## config.mk

```make
export PLATFORM = sky130hd
export DESIGN_NAME = leaf_lane_dispatcher
export DESIGN_NICKNAME = d
export VERILOG_FILES = /design/src/rtl/leaf_lane_dispatcher.sv
export SDC_FILE = /design/constraint.sdc
export NUM_CORES = 1
export LEC_CHECK = 0
export CAP_MARGIN = 20
export CELL_PAD_IN_SITES_DETAIL_PLACEMENT = 1
export CELL_PAD_IN_SITES_GLOBAL_PLACEMENT = 2
export CORE_MARGIN = 4
export CORE_UTILIZATION = 24
export CTS_BUF_LIST = sky130_fd_sc_hd__clkbuf_4
export CTS_CLUSTER_DIAMETER = 80
export DETAILED_ROUTE_END_ITERATION = 16
export PLACE_DENSITY = 0.82
export SLEW_MARGIN = 20
export SYNTH_ARGS = -nofsm -noshare
export SYNTH_HDL_FRONTEND = slang
export SYNTH_SLANG_ARGS = --single-unit
```

## constraint.sdc

```tcl
create_clock -name clk -period 4 [get_ports clk]
set_clock_uncertainty 0.1 [all_clocks]
set_input_delay 0.6 -clock clk [delete_from_list [all_inputs] [get_ports clk]]
set_output_delay 0.6 -clock clk [all_outputs]
set_load 0.02 [all_outputs]
```

## src/rtl/leaf_lane_dispatcher.sv

```systemverilog
// Packet-level round-robin dispatcher feeding N_LANES leaf lanes from one valid/ready stream.
// Optional per-lane packet counters are built when LEAF_DISPATCH_STATS_EN is defined.
module leaf_lane_dispatcher #(
  parameter int DATA_W  = 32,
  parameter int N_LANES = 5,
  parameter int CNT_W   = 16
) (
  input  logic                clk,
  input  logic                rst_n,
  input  logic                in_valid,
  output logic                in_ready,
  input  logic [DATA_W-1:0]   in_data,
  input  logic                in_last,
  input  logic [N_LANES-1:0]  lane_en,
  output logic [N_LANES-1:0]  out_valid,
  input  logic [N_LANES-1:0]  out_ready,
  output logic [DATA_W-1:0]   out_data,
  output logic                out_last,
  output logic                busy
`ifdef LEAF_DISPATCH_STATS_EN
  ,
  input  logic                stats_clr,
  output logic [N_LANES*CNT_W-1:0] pkt_count
`endif
);

  localparam int LANE_W = $clog2(N_LANES);

  typedef enum logic [1:0] {
    IDLE   = 2'd0,
    OFFER  = 2'd1,
    ACTIVE = 2'd2
  } state_e;

  state_e              state_r;
  state_e              state_n_s;
  logic [LANE_W-1:0]   cur_lane_r;
  logic [LANE_W-1:0]   lane_n_s;
  logic                hold_valid_r;
  logic [DATA_W-1:0]   hold_data_r;
  logic                hold_last_r;
  logic                lane_ok_s;
  logic                offer_s;
  logic                out_fire_s;
  logic                last_fire_s;
  logic                in_fire_s;

  // Lane index increment; wraps by explicit compare so non-power-of-2 lane counts work.
  function automatic logic [LANE_W-1:0] wrap_inc(input logic [LANE_W-1:0] idx);
    if (idx == LANE_W'(N_LANES - 1)) begin
      wrap_inc = {LANE_W{1'b0}};
    end else begin
      wrap_inc = idx + LANE_W'(1);
    end
  endfunction

  // First enabled lane strictly after cur (wrapping back to cur itself); holds cur when mask is empty.
  function automatic logic [LANE_W-1:0] next_enabled(input logic [LANE_W-1:0] cur,
                                                     input logic [N_LANES-1:0] mask);
    logic [LANE_W-1:0] idx;
    logic              found;
    idx          = cur;
    found        = 1'b0;
    next_enabled = cur;
    for (int i = 0; i < N_LANES; i++) begin
      idx = wrap_inc(idx);
      if (!found && mask[idx]) begin
        next_enabled = idx;
        found        = 1'b1;
      end else begin
        found = found;
      end
    end
  endfunction

  assign lane_ok_s   = lane_en[cur_lane_r];
  assign out_fire_s  = |(out_valid & out_ready);
  assign last_fire_s = out_fire_s & hold_last_r;
  assign in_ready    = rst_n & (~hold_valid_r | out_fire_s);
  assign in_fire_s   = in_valid & in_ready;
  assign out_data    = hold_data_r;
  assign out_last    = hold_last_r;
  assign busy        = (state_r != IDLE) | hold_valid_r;

  // One-hot offer toward the current lane; once past IDLE the lane mask no longer gates it.
  always_comb begin
    offer_s   = 1'b0;
    out_valid = {N_LANES{1'b0}};
    offer_s   = hold_valid_r & (((state_r == IDLE) & lane_ok_s) | (state_r != IDLE));
    if (offer_s) begin
      out_valid = {{(N_LANES-1){1'b0}}, 1'b1} << cur_lane_r;
    end else begin
      out_valid = {N_LANES{1'b0}};
    end
  end

  // Next-state and lane selection; the lane is only re-chosen at packet boundaries or while idle.
  always_comb begin
    state_n_s = state_r;
    lane_n_s  = cur_lane_r;
    case (state_r)
      IDLE: begin
        if (offer_s) begin
          if (last_fire_s) begin
            state_n_s = IDLE;
            lane_n_s  = next_enabled(cur_lane_r, lane_en);
          end else if (out_fire_s) begin
            state_n_s = ACTIVE;
          end else begin
            state_n_s = OFFER;
          end
        end else if (!lane_ok_s && (|lane_en)) begin
          lane_n_s = next_enabled(cur_lane_r, lane_en);
        end else begin
          lane_n_s = cur_lane_r;
        end
      end
      OFFER, ACTIVE: begin
        if (last_fire_s) begin
          state_n_s = IDLE;
          lane_n_s  = next_enabled(cur_lane_r, lane_en);
        end else if (out_fire_s) begin
          state_n_s = ACTIVE;
        end else begin
          state_n_s = state_r;
        end
      end
      default: begin
        state_n_s = IDLE;
        lane_n_s  = {LANE_W{1'b0}};
      end
    endcase
  end

  // State, lane pointer and 1-deep holding register; fill wins over drain so throughput stays 1 beat/cycle.
  always_ff @(posedge clk) begin
    if (!rst_n) begin
      state_r      <= IDLE;
      cur_lane_r   <= {LANE_W{1'b0}};
      hold_valid_r <= 1'b0;
      hold_data_r  <= {DATA_W{1'b0}};
      hold_last_r  <= 1'b0;
    end else begin
      state_r    <= state_n_s;
      cur_lane_r <= lane_n_s;
      if (in_fire_s) begin
        hold_valid_r <= 1'b1;
        hold_data_r  <= in_data;
        hold_last_r  <= in_last;
      end else if (out_fire_s) begin
        hold_valid_r <= 1'b0;
      end else begin
        hold_valid_r <= hold_valid_r;
      end
    end
  end

`ifdef LEAF_DISPATCH_STATS_EN
  logic [CNT_W-1:0] cnt_r [N_LANES];

  // Saturating per-lane completed-packet counters; clear takes priority over a same-cycle increment.
  always_ff @(posedge clk) begin
    if (!rst_n) begin
      for (int i = 0; i < N_LANES; i++) cnt_r[i] <= {CNT_W{1'b0}};
    end else if (stats_clr) begin
      for (int i = 0; i < N_LANES; i++) cnt_r[i] <= {CNT_W{1'b0}};
    end else begin
      for (int i = 0; i < N_LANES; i++) begin
        if (last_fire_s && (cur_lane_r == LANE_W'(i)) && (cnt_r[i] != {CNT_W{1'b1}})) begin
          cnt_r[i] <= cnt_r[i] + CNT_W'(1);
        end else begin
          cnt_r[i] <= cnt_r[i];
        end
      end
    end
  end

  // Flatten counters onto the output bus, lane i at [i*CNT_W +: CNT_W].
  always_comb begin
    pkt_count = {(N_LANES*CNT_W){1'b0}};
    for (int i = 0; i < N_LANES; i++) begin
      pkt_count[i*CNT_W +: CNT_W] = cnt_r[i];
    end
  end
`endif

endmodule

```

Word-level counts from Yosys, hierarchy flattened
Cells that the tools add are included.
{"block": "totals", "output_inout_bits": 40, "inputBits": 46, "elab_cells": 259, "register_bits": 39}
{"block": "op_classes", "n_mux": 157, "bitwise": 10, "n_reduce_logical": 34, "eq_ne": 23, "shifts": 1, "magnitude_cmp": 16, "n_addsub": 13}
{"operator": "2-to-1 mux 3 bit", "n": 71}
{"operator": "less-than comparator 3 x 4 -> 1 bit, second input constant", "n": 16}
{"operator": "2-to-1 mux 1 bit", "n": 62}
{"operator": "binary-select mux 1 bit (select 3 bit)", "n": 16}
{"operator": "adder 3 x 1 -> 3 bit, second input constant", "n": 13}
{"operator": "equality test 3 bit, second input constant", "n": 13}
{"operator": "inequality test 7 x 2 -> 1 bit, second input constant", "n": 2}
{"operator": "logical AND 1 bit", "n": 13}
{"operator": "logical NOT 1 bit", "n": 13}
{"operator": "2-to-1 mux 2 bit", "n": 5}
{"operator": "OR reduction 5 bit", "n": 2}
{"operator": "inequality test 3 bit, second input constant", "n": 2}
{"operator": "inequality test 6 bit, second input constant", "n": 1}
{"operator": "case mux 3 bit (2 select lines)", "n": 1}
{"operator": "AND reduction 6 bit", "n": 1}
{"operator": "bitwise AND 1 bit", "n": 5}
{"operator": "bitwise AND 5 bit", "n": 1}
{"operator": "2-to-1 mux 5 bit", "n": 1}
{"operator": "<< shifter 1 x 3 -> 5 bit, first input constant", "n": 1}
{"operator": "inequality test 2 bit, second input constant", "n": 2}
{"operator": "case mux 2 bit (2 select lines)", "n": 1}
{"operator": "nonzero test 2 bit", "n": 2}
{"operator": "inequality test 3 x 2 -> 1 bit, second input constant", "n": 1}
{"operator": "bitwise OR 1 bit", "n": 3}
{"operator": "6 further kinds", "n": 6}

Logic depth before layout (Yosys ltp)
{"block": "logic_depth", "word_depth": 42, "depth_mapped": 18, "ltp_nobuf": 17}

Least setup slack after synthesis
Ideal clock, no wire load.
{"block": "synth_path", "kind": "flip-flop to flip-flop", "startpoint": "register cur_lane_r[0]", "endpoint": "register cur_lane_r[0]", "t_required_ps": 3783, "path_slack_ps": -235, "setup_time_ps": 117, "path_stages_with_launch": 19, "path_buffers": 1, "t_arrival_ps": 4018, "synth_period_minus_slack_ps": 4235, "cell_sequence": "dfxtp_1 inv_2 ha_1 buf_6 nand2_2 nand2_1 ha_1 nor2b_1 o21ai_4 inv_2 ha_1 nor2b_1 mux2_4 o32a_1 and3_4 a211o_1 o41ai_4 nor3b_1 a32o_1"}
{"block": "synth_via", "elab_chain_cells": 35, "word_cells_on_any_way": 215, "classes_between": "add/sub: 13; eq/ne: 19; shift: 1; mux: 149; bitwise: 5; reduce/logical: 28"}
{"element": "from (decl)", "line_no": "37", "rtl": "logic [LANE_W-1:0] cur_lane_r;"}
{"element": "from (signal assigned)", "line_no": "139", "rtl": "cur_lane_r <= {LANE_W{1'b0}};"}
{"element": "from (signal assigned)", "line_no": "145", "rtl": "cur_lane_r <= lane_n_s;"}
{"element": "branches (longest 35 deep; another with adder 3 x 1 -> 3 bit)"}
Several ways; the timed one is not identified. The select of a mux whose other input is x is not followed.
A chain may end at the register's enable or synchronous reset.

Worst setup path in the final report
{"block": "layout_path", "startpoint": "register cur_lane_r[1]", "endpoint": "register cur_lane_r[1]"}
The elaborated chain is that of the path after synthesis.

==> metrics <==
cell area after layout a little over 4000 um2; Post-synth EDFFs 0; initial antenna violation count 0; RePlAce Congestion 0.8585; Peak Freq roughly 260 MHz; num rows 38; die area ~13,000 um2; relative slew slack 61.55%; max cap viols 0; share of layout cells above drive strength 1 between 20% and 30%; area grow syn2layout 55.61%; worst-path fanout max 7; GR Util All Layers about 15%; Seq/Total Area, Yosys 29.56%; Mean Syn Cell Area approximately 7.7 um2; CP Class flip-flop to flip-flop; maximum vdd ir drop between 0.3 and 0.4 mV; Lkg Pwr roughly 0.0017 uW; ANT cells 0; non-filler instance count after layout approximately 600; Hold Crit Class flip-flop to flip-flop; clock transition at the registers of the reported paths 0.12 ns; largest net degree at the start of global routing 43; commonest non-fill, non-tap cells in the layout clkdlybuf4s50_1 (85), nand2_1 (80), buf_4 (38); H-tree depth 2; final WL just under 10 mm; critical path launch point type flip-flop; Pins Over Slew Limit 0; gr ovfl total 0; CP required ~4.1 ns; Syn Std Cell Area between 2000 and 3000 um2; via count around 3k; Die H about 110 um; Cell Pwr Density 831.7 nW/um2; Unique masters post-synth approximately 70; post-route ant nets 0; Post-CTS Hold Fix Bufs 0; fin util between 30% and 40%; clock sink count 39; 1st-iter DRT viols 57; pre-CTS setup slack -0.1021 ns; Internal 1817 uW; CP Data Arrival Time ~4 ns; effective utilization at floorplan 24.47%; placed cell count around 580; Psw ~1600 uW; num ports 86; Main synth FF type dfxtp_1; Final setup violation count 0; number of buffers created by CTS 5; nets 520; Final Cycle Share a little over nine tenths; Final Hold Fails 0; Async SR Flop Fraction 0%; Worst Max-Slew Pin Slew ~0.58 ns; most common cell after layout, fill and taps aside clkdlybuf4s50_1; placed instance area about 3800 um2; DR DRC count 0; CTS tree built; clock share of power between 6 and 7%; DPL Wire Length 7.335 mm; switching share of total power a little under half; Final WS setup a little under 0.1 ns; vias in the first global route about 3.1k; CP Capture Type flip-flop; Combinational Power Share about four fifths; minimum clock period just under 4 ns; area of the core roughly 11,000 um2; DIE WIDTH between 100 and 150 um; sequential power share around 14%; deepest clock path buffer count 2; Root Driver clkbuf_4; Via density about 5.0; setup_tns 0 ns; Ys Warns 0; First-pass DRT Iterations 4; Cells after Synth 345; Net Count, Synth about 400; status complete, no violations; Clk Latency, worst-skew pair ~0.34 ns; # port buffers between 80 and 90; Seq cells post-synth 39; Routed wire per std cell roughly 16 um; first-pass GRT wire length 15.45 mm
==> sequential cells by signal, indices dropped and copies added (netlist names) <==
signal	count
cur_lane_r	3
hold_valid_r	1
out_data	32
out_last	1
state_r	2
==> stage by stage <==
step	hold slack, ns	total power [uW]
2_1_floorplan	0.3751	2110
3_3_place_gp	0.3406	2773
3_5_place_dp	0.3474	2833
4_1_cts	0.3681	3180
5_1_grt	0.3951	3707
6_report	0.3623	3418
==> cells by family after synthesis <==
kind of cell	after synthesis	synth area share [%]
AO/OA/AOI/OAI	77	22.60
adder cells (fa/ha/maj)	13	6.158
buffers and inverters	37	7.437
flip-flops	39	29.56
multiplexers	9	3.647
AND/OR/NAND/NOR	170	30.60
==> repair_timing <==
| action | CTS | global route |
|---|---|---|
| endpoints found under the setup margin | 3 | 3 |
| pin swaps | 6 | 13 |
| setup buffers | 4 | 11 |
| gates resized for setup | 11 | 22 |
| gates cloned | 0 | 0 |
==> per-layer routing <==
metal	up-vias	wire [um]	track usage, %
met5	-	0	0
met2	78	4759	25.16
met3	21	562	4.011
met1	1443	4025	17.77
li1	1451	-	-
met4	0	263	4.808
==> critical path, stage by stage (launching register included) <==
cell and delay, ns:
dfxtp_4 0.38, inv_4 0.07, ha_4 0.14, nand2_4 0.07, nand2_4 0.09, ha_4 0.14, or2b_1 0.27, o21ai_4 0.20
inv_2 0.08, ha_4 0.18, or4_4 0.43, a21oi_4 0.20, buf_6 0.12, o22ai_1 0.06, o21a_1 0.23, a22o_4 0.27
o41ai_4 0.41, buf_4 0.19, nand3_2 0.08, o41ai_2 0.08
==> path summary, 6_finish.rpt <==
check | slack [ns] | to | startpoint | cells after the start
min | 0.36 | out_data[1] | out_data[1] | 2
min reg2reg | 0.36 | out_data[1] | out_data[1] | 2
max | 0.1 | cur_lane_r[1] | cur_lane_r[1] | 19
max reg2reg | 0.1 | cur_lane_r[1] | cur_lane_r[1] | 19
==> synthesized netlist by cell type (all sizes together) (3+ instances only) <==
cell type  number  share of area, %
and3            3              0.95
mux2i           7               2.7
nor2b           6               1.4
inv            19               2.7
clkbuf         12               1.7
nand3          37               7.0
o211ai          7               2.2
a21o            3              0.95
ha             13               6.2
a211oi          4               1.1
nor4b           3              0.99
buf             5               1.8
o22ai           3              0.71
dfxtp          39                30
and2            6               1.4
nor2           13               1.8
nand2b          5               1.2
o21ai          15               3.4
nand2          83                12
o21a            3              0.85
a21oi          13               2.7
nor3            3              0.57
==> final cells by class <==
cell class | count | area [um2]
clock inverter | 2 | 12.51
clock buffer | 6 | 45.04
tap | 140 | 175.2
inverter | 19 | 76.32
fill | 1298 | 6683
sequential | 39 | 789.5
multi-input combinational | 269 | 1822
timing repair buffer | 127 | 1190
==> power groups by stage <==
| stage | clock network [uW] | registers, uW | logic (uW) |
|---|---|---|---|
| after floorplan | 0 | 515 | 1590 |
| after global placement | 0 | 480 | 2290 |
| after detailed placement | 0 | 484 | 2350 |
| after CTS | 226 | 477 | 2480 |
| after global routing | 241 | 486 | 2980 |
| final | 211 | 478 | 2730 |
(Power assumes the default switching activity.)
